### src/rtl/fano_pkg.sv
// Shared constants, types and width helpers for the Fano decoder front end.
package fano_pkg;

  localparam int LLR_WIDTH  = 4;
  localparam int MAX_PERIOD = 8;
  localparam int ERASURE    = 0;

  typedef enum logic {IDLE = 1'b0, RUN = 1'b1} state_t;

  function automatic int pat_w(input int max_period);
    return 2 * max_period;
  endfunction

  function automatic int off_w(input int max_period);
    return (max_period < 1) ? 1 : $clog2(2 * max_period);
  endfunction

  function automatic int per_w(input int max_period);
    return $clog2(max_period + 1);
  endfunction

endpackage

### src/rtl/punct_pos_ctr.sv
// Pattern position and alignment offset counters, both wrapping at 2P-1.
module punct_pos_ctr
  import fano_pkg::*;
#(
  parameter int MAX_PERIOD = fano_pkg::MAX_PERIOD
) (
  input  logic                         clk,
  input  logic                         reset_n,
  input  logic [off_w(MAX_PERIOD)-1:0] i_last,
  input  logic                         i_cfg,
  input  logic                         i_next,
  input  logic                         i_step,
  output logic [off_w(MAX_PERIOD)-1:0] o_pos,
  output logic [off_w(MAX_PERIOD)-1:0] o_offset,
  output logic                         o_offset_wrap
);

  localparam int OFF_W = off_w(MAX_PERIOD);

  logic [OFF_W-1:0] r_pos;
  logic [OFF_W-1:0] r_offset;
  logic             r_wrap;
  logic [OFF_W-1:0] w_pos_inc;
  logic [OFF_W-1:0] w_offset_inc;

  assign w_pos_inc    = (r_pos == i_last)    ? '0 : r_pos + OFF_W'(1);
  assign w_offset_inc = (r_offset == i_last) ? '0 : r_offset + OFF_W'(1);

  // A new alignment restarts the pattern walk at the new offset.
  always_ff @(posedge clk) begin
    if (!reset_n) begin
      r_pos    <= '0;
      r_offset <= '0;
      r_wrap   <= 1'b0;
    end else begin
      r_wrap <= 1'b0;
      if (i_cfg) begin
        r_pos    <= '0;
        r_offset <= '0;
      end else if (i_next) begin
        r_offset <= w_offset_inc;
        r_pos    <= w_offset_inc;
        r_wrap   <= (w_offset_inc == '0);
      end else if (i_step) begin
        r_pos <= w_pos_inc;
      end
    end
  end

  assign o_pos         = r_pos;
  assign o_offset      = r_offset;
  assign o_offset_wrap = r_wrap;

endmodule

### src/rtl/llr_depuncturer.sv
// Re-inserts erasures into a punctured LLR stream and emits rate-1/2 LLR pairs.
module llr_depuncturer
  import fano_pkg::*;
#(
  parameter int LLR_WIDTH  = fano_pkg::LLR_WIDTH,
  parameter int MAX_PERIOD = fano_pkg::MAX_PERIOD
) (
  input  logic                         clk,
  input  logic                         reset_n,
  input  logic [pat_w(MAX_PERIOD)-1:0] i_punct_pattern,
  input  logic [per_w(MAX_PERIOD)-1:0] i_punct_period,
  input  logic                         i_cfg_stb,
  input  logic                         i_next_st,
  input  logic [LLR_WIDTH-1:0]         i_llr,
  input  logic                         i_vld,
  output logic                         o_rdy,
  output logic [LLR_WIDTH-1:0]         o_llr0,
  output logic [LLR_WIDTH-1:0]         o_llr1,
  output logic                         o_vld,
  input  logic                         i_rdy,
  output logic [off_w(MAX_PERIOD)-1:0] o_offset,
  output logic                         o_offset_wrap
);

  localparam int PAT_W = pat_w(MAX_PERIOD);
  localparam int OFF_W = off_w(MAX_PERIOD);

  state_t                        r_state;
  logic [PAT_W-1:0]              r_pattern;
  logic [OFF_W-1:0]              r_last;
  logic                          r_slot;
  logic signed [LLR_WIDTH-1:0]   r_buf;
  logic signed [LLR_WIDTH-1:0]   r_llr0;
  logic signed [LLR_WIDTH-1:0]   r_llr1;
  logic                          r_vld;

  logic [PAT_W-1:0]              w_mask;
  logic [PAT_W-1:0]              w_pattern;
  logic [OFF_W-1:0]              w_last;
  logic [OFF_W-1:0]              w_pos;
  logic                          w_run;
  logic                          w_stall;
  logic                          w_bit;
  logic                          w_flush;
  logic                          w_step;
  logic signed [LLR_WIDTH-1:0]   w_val;

  // Clamp P to 1..MAX_PERIOD; an all-erased active pattern means no puncturing.
  always_comb begin : cfg_decode
    int p;
    p = int'(i_punct_period);
    if (p < 1) p = 1;
    else if (p > MAX_PERIOD) p = MAX_PERIOD;
    w_mask = '0;
    for (int k = 0; k < PAT_W; k++) w_mask[k] = (k < 2 * p);
    w_pattern = i_punct_pattern & w_mask;
    if (w_pattern == '0) w_pattern = w_mask;
    w_last = OFF_W'(2 * p - 1);
  end

  assign w_run   = (r_state == RUN);
  assign w_stall = r_vld & ~i_rdy;
  assign w_bit   = r_pattern[w_pos];
  assign w_flush = i_cfg_stb | i_next_st;
  assign w_step  = w_run & ~w_stall & ~w_flush & (~w_bit | i_vld);
  assign o_rdy   = w_run & ~w_stall & ~w_flush & w_bit;
  assign w_val   = w_bit ? i_llr : LLR_WIDTH'(ERASURE);

  punct_pos_ctr #(
    .MAX_PERIOD (MAX_PERIOD)
  ) u_pos_ctr (
    .clk           (clk),
    .reset_n       (reset_n),
    .i_last        (r_last),
    .i_cfg         (i_cfg_stb),
    .i_next        (i_next_st & ~i_cfg_stb),
    .i_step        (w_step),
    .o_pos         (w_pos),
    .o_offset      (o_offset),
    .o_offset_wrap (o_offset_wrap)
  );

  // Pair assembly: slot 0 parks the first LLR, slot 1 completes the output pair.
  always_ff @(posedge clk) begin
    if (!reset_n) begin
      r_state   <= IDLE;
      r_pattern <= '0;
      r_last    <= '0;
      r_slot    <= 1'b0;
      r_buf     <= '0;
      r_llr0    <= '0;
      r_llr1    <= '0;
      r_vld     <= 1'b0;
    end else begin
      if (i_cfg_stb) begin
        r_state   <= RUN;
        r_pattern <= w_pattern;
        r_last    <= w_last;
      end
      if (r_vld && i_rdy) r_vld <= 1'b0;
      if (w_flush) begin
        r_slot <= 1'b0;
      end else if (w_step) begin
        if (!r_slot) begin
          r_buf  <= w_val;
          r_slot <= 1'b1;
        end else begin
          r_llr0 <= r_buf;
          r_llr1 <= w_val;
          r_vld  <= 1'b1;
          r_slot <= 1'b0;
        end
      end
    end
  end

  assign o_llr0 = r_llr0;
  assign o_llr1 = r_llr1;
  assign o_vld  = r_vld;

endmodule

### config.mk
export PLATFORM = sky130hd
export DESIGN_NAME = llr_depuncturer
export DESIGN_NICKNAME = d
export VERILOG_FILES = /design/src/rtl/fano_pkg.sv /design/src/rtl/punct_pos_ctr.sv /design/src/rtl/llr_depuncturer.sv
export SDC_FILE = /design/constraint.sdc
export NUM_CORES = 1
export LEC_CHECK = 0
export CAP_MARGIN = 25
export CORE_AREA = 2 2 76 78
export CTS_BUF_LIST = sky130_fd_sc_hd__clkbuf_16
export CTS_CLUSTER_SIZE = 28
export DETAILED_ROUTE_END_ITERATION = 16
export DIE_AREA = 0 0 78 80
export HOLD_SLACK_MARGIN = 0.12
export PLACE_DENSITY_LB_ADDON = 0.1
export SYNTH_ARGS = -nofsm -noshare
export SYNTH_HDL_FRONTEND = slang
export SYNTH_SLANG_ARGS = --single-unit
### constraint.sdc
create_clock -name clk -period 4.52 [get_ports clk]
set_input_delay 0.678 -clock clk [delete_from_list [all_inputs] [get_ports clk]]
set_output_delay 0.678 -clock clk [all_outputs]
set_load 0.03 [all_outputs]
==> out/results.txt <==
End of the worst register-to-register path: u_pos_ctr.o_pos[3]$_SDFFE_PP0P_. In this run the power density over the cells is 290 mW/mm². The H-tree depth was 2. Setup repair after global routing left no endpoint under its margin.

The die covers 0.00624 mm². For the final setup TNS, the log shows 0 ns. The cell class contributing the biggest share of worst-path delay is buffers and inverters. Synthesis produced 277 cells. Measured against its own limit, the worst slew margin works out to 43.6%.

For the final-report max-slew violation count, the log shows 0. The tools report the source of the worst register-to-register timing path as u_pos_ctr.o_pos[2]$_SDFFE_PP0P_. The run gives 381 as the count of non-filler cells in the finished layout. The start point of the worst min-delay path is r_pattern[10]$_SDFFE_PN0P_. The mapped netlist covers 0.00235 mm². The run gives 4 as the number of optimization iterations in the first detailed-route pass. The final critical path takes up 71.9% of the cycle. After detailed routing, the average wire length per cell comes to 13.6 µm. Together, buffers and inverters on the worst path number 3. Hold-critical path endpoint: r_pattern[10]$_SDFFE_PN0P_.

After clock tree synthesis, the clock-pin slew on the worst setup and hold paths is 0.06 ns. The number of enable-type register cells in the synthesized netlist was 0; the number of buffers inserted during clock tree synthesis was 5. Compared with the post-synthesis result, the final layout area differs by 24.9%. The routed design could run at a clock period as short as 3.25 ns. The number of cells on the worst reg-to-reg path is 5.

The routed design has 5190 µm of wire. The run gives 0 as the total setup buffers inserted after CTS. Once placement completed, the tool counted placed cells totaling 375.

Routability-driven placement finished with a final weighted congestion of 0.816. Number of antenna violations at the first check in global routing: 0. The critical path is of the in -> out type. The slowest stage of the critical path is the clkdlybuf4s50_1 cell. Pin count of the biggest net entering global routing: 35.

The run gives 2.22 ns as the slack of the worst reg-to-reg path. STA classifies the critical path startpoint as a primary input. The floorplan row count is 27. The later pin in the worst-skew pair is clocked with a latency of 0.28 ns. In this run the standard cell core region covers 0.00541 mm². The number of I/O pins came out at 45. Leaving out fill and tap cells, the most frequent cells in the layout are 44 x clkdlybuf4s50_1, 43 x dfxtp_1, 39 x nand2_1, 28 x nor2_1, 26 x o21ai_0. TritonCTS built the clock tree.

The final layout contains 344 nets. The number of cells traversed by the worst hold path is 2, and the global route total overflow is 0. Cells with a size suffix above 1 make up 7.12% of the layout. The tools report the total of max-cap violations as 0.

The chip width came out at 78 µm. The longest individual stage delay on the worst path is 0.67 ns, and the number of warning messages in the yosys log is 0. The initial core utilization came out at 43.5%. Once the clock tree was built, the resizer swapped 0 gates to a different size. The flow ran to the end, and the final reports show no timing, DRC or antenna violations. The count of input and output buffers works out to 44. Global routing used 17.5% of the available tracks across all layers. The cell seen most often among critical-path stages was clkdlybuf4s50_1. At the worst endpoint, the arrival time is 2.57 ns. The tree built by TritonCTS fans out to 43 sinks. Register bit count reported by yosys: 43.

The placed wire-length estimate is 3810 µm. Counting flops with an async set or reset pin after synthesis yields a share of 0%. The clock passes through at most 2 buffers. Setup violations remaining at the end of the flow were counted as 0. The tools report the largest clock skew in the final design as 0.00230 ns. Based on the critical path, the design can be clocked at up to 0.308 GHz. The number of diodes added for antenna fixing came out at 0.

After detailed routing, the number of vias per cell comes to 5.25. The number of vias in the routed layout was 1999. Summing internal, switching and leakage power gives 0.851 mW.

STA classifies the critical path endpoint as a primary output. For the worst voltage drop across the vdd grid, the log shows 0.150 mV. At the worst endpoint, the required time is 3.84 ns.

For this run, the leading register cell type out of synthesis is dfxtp_1. From bottom edge to top edge, the die measures 80 µm. For the pin with the worst max-slew slack, the measured transition is 0.842 ns. Of the synthesized area, sequential elements account for 36.6%. The signal on the critical path passes through clkdlybuf4s50_1 -> buf_4 -> nor4b_4 -> and2_1 -> clkdlybuf4s50_1. The number of global-route vias before repair is 1919. The buffer cell driving the clock tree root is clkbuf_16. The average footprint of a synthesized cell works out to 8.48 µm². The total count of hold-check failures in the final report is 0, and the static power due to leakage is 1.07 nW. The detailed router finished its first iteration with 91 violations. The tools report the post-detailed-route count of antenna-violating nets as 0. The logs give 0 for the hold-fix buffer count after cts and 47 for the number of distinct standard cells referenced by the synthesized netlist. The logs give 8830 µm for the first-pass GRT wire length and 0 for the final routed DRC violation total. The leading cell type in the layout, fill and taps excluded was clkdlybuf4s50_1. Along the worst path, the maximum fanout reaches 34. In this run the worst hold path is classified as reg -> reg.

The run gives 311 as the number of nets in the synthesized netlist.
## worst max-delay path by stage
| stage | end | cells after the start | startpoint |
|---|---|---|---|
| 6_report | o_rdy | 5 | i_cfg_stb |
| 5_1_grt | o_rdy | 5 | i_cfg_stb |
| 4_1_cts | o_rdy | 5 | i_cfg_stb |
| 3_5_place_dp | o_rdy | 5 | i_cfg_stb |
| 3_3_place_gp | o_rdy | 5 | i_cfg_stb |
| 2_1_floorplan | o_rdy | 3 | i_cfg_stb |
## registers in the layout, summed over array words and instances, names as in the netlist
signal,cells
r_pattern,16
o_llr0,4
o_llr1,4
r_buf,4
r_last,4
u_pos_ctr.o_offset,4
u_pos_ctr.o_pos,4
o_vld,1
r_slot,1
u_pos_ctr.o_offset_wrap,1
## layout make-up
| class | instances | area (µm²) |
|---|---|---|
| timing repair buffer | 46 | 455 |
| tap | 72 | 90.1 |
| clock buffer | 5 | 125 |
| fill | 519 | 2470 |
| sequential | 43 | 861 |
| multi-input combinational | 209 | 1380 |
| inverter | 5 | 18.8 |
| clock inverter | 1 | 7.51 |
## worst register-to-register path, stage by stage (launching register included)
cell and delay (ns):
dfxtp_1 0.65, xor2_1 0.15, o41ai_1 0.65, and2b_1 0.26
o311ai_0 0.31, o21ai_0 0.14
## report_power, final
part	total, mW	leakage, nW	switching [mW]	internal [mW]
combinational	0.113	0.657	0.0552	0.0581
sequential	0.401	0.350	0.00960	0.391
clock	0.337	0.0618	0.138	0.198
## metrics by stage
stage	utilization (%)	hold slack, ns	setup slack, ns	cell area (µm²)
after global placement	51.8	0.437	1.27	2800
final	54.3	0.453	1.27	2930
after detailed placement	51.8	0.445	1.25	2800
after floorplan	-	0.421	2.30	2350
after global routing	54.3	0.484	1.19	2930
after CTS	54.3	0.458	1.25	2930
## layer usage
metal / routed length (µm) / vias up / global-route usage [%]
li1: - / 1032 / -
met1: 2510 / 917 / 22.8
met2: 2470 / 48 / 29.4
met3: 194 / 2 / 4.07
met4: 25 / 0 / 4.21
met5: 0 / - / 0
## cell usage after synthesis, types with 3 or more instances
| cell type | number | area, µm² |
|---|---|---|
| a21oi_1 | 7 | 35.0 |
| nand3_1 | 5 | 25.0 |
| inv_1 | 5 | 18.8 |
| o22ai_1 | 6 | 37.5 |
| buf_2 | 3 | 15.0 |
| o21a_1 | 3 | 22.5 |
| ha_1 | 4 | 50.1 |
| clkbuf_1 | 13 | 48.8 |
| nand4_1 | 3 | 18.8 |
| mux2i_1 | 15 | 150 |
| nor2_1 | 28 | 105 |
| xnor2_1 | 6 | 52.6 |
| nand2_1 | 39 | 146 |
| dfxtp_1 | 43 | 861 |
| xor2_1 | 6 | 52.6 |
| nor2b_1 | 6 | 37.5 |
| nand2b_1 | 4 | 25.0 |
| o21ai_0 | 26 | 130 |
| mux2_2 | 4 | 45.0 |
| nand3b_1 | 15 | 113 |
## kinds of logic after synthesis
group	share of synthesized area, %
compound gates	16.7
xor+xnor	4.47
fa+ha+maj	2.98
buf+inv	4.79
flops	36.6
mux	10.2
simple gates	24.2
Note: power is estimated with default switching activity, not from simulation.
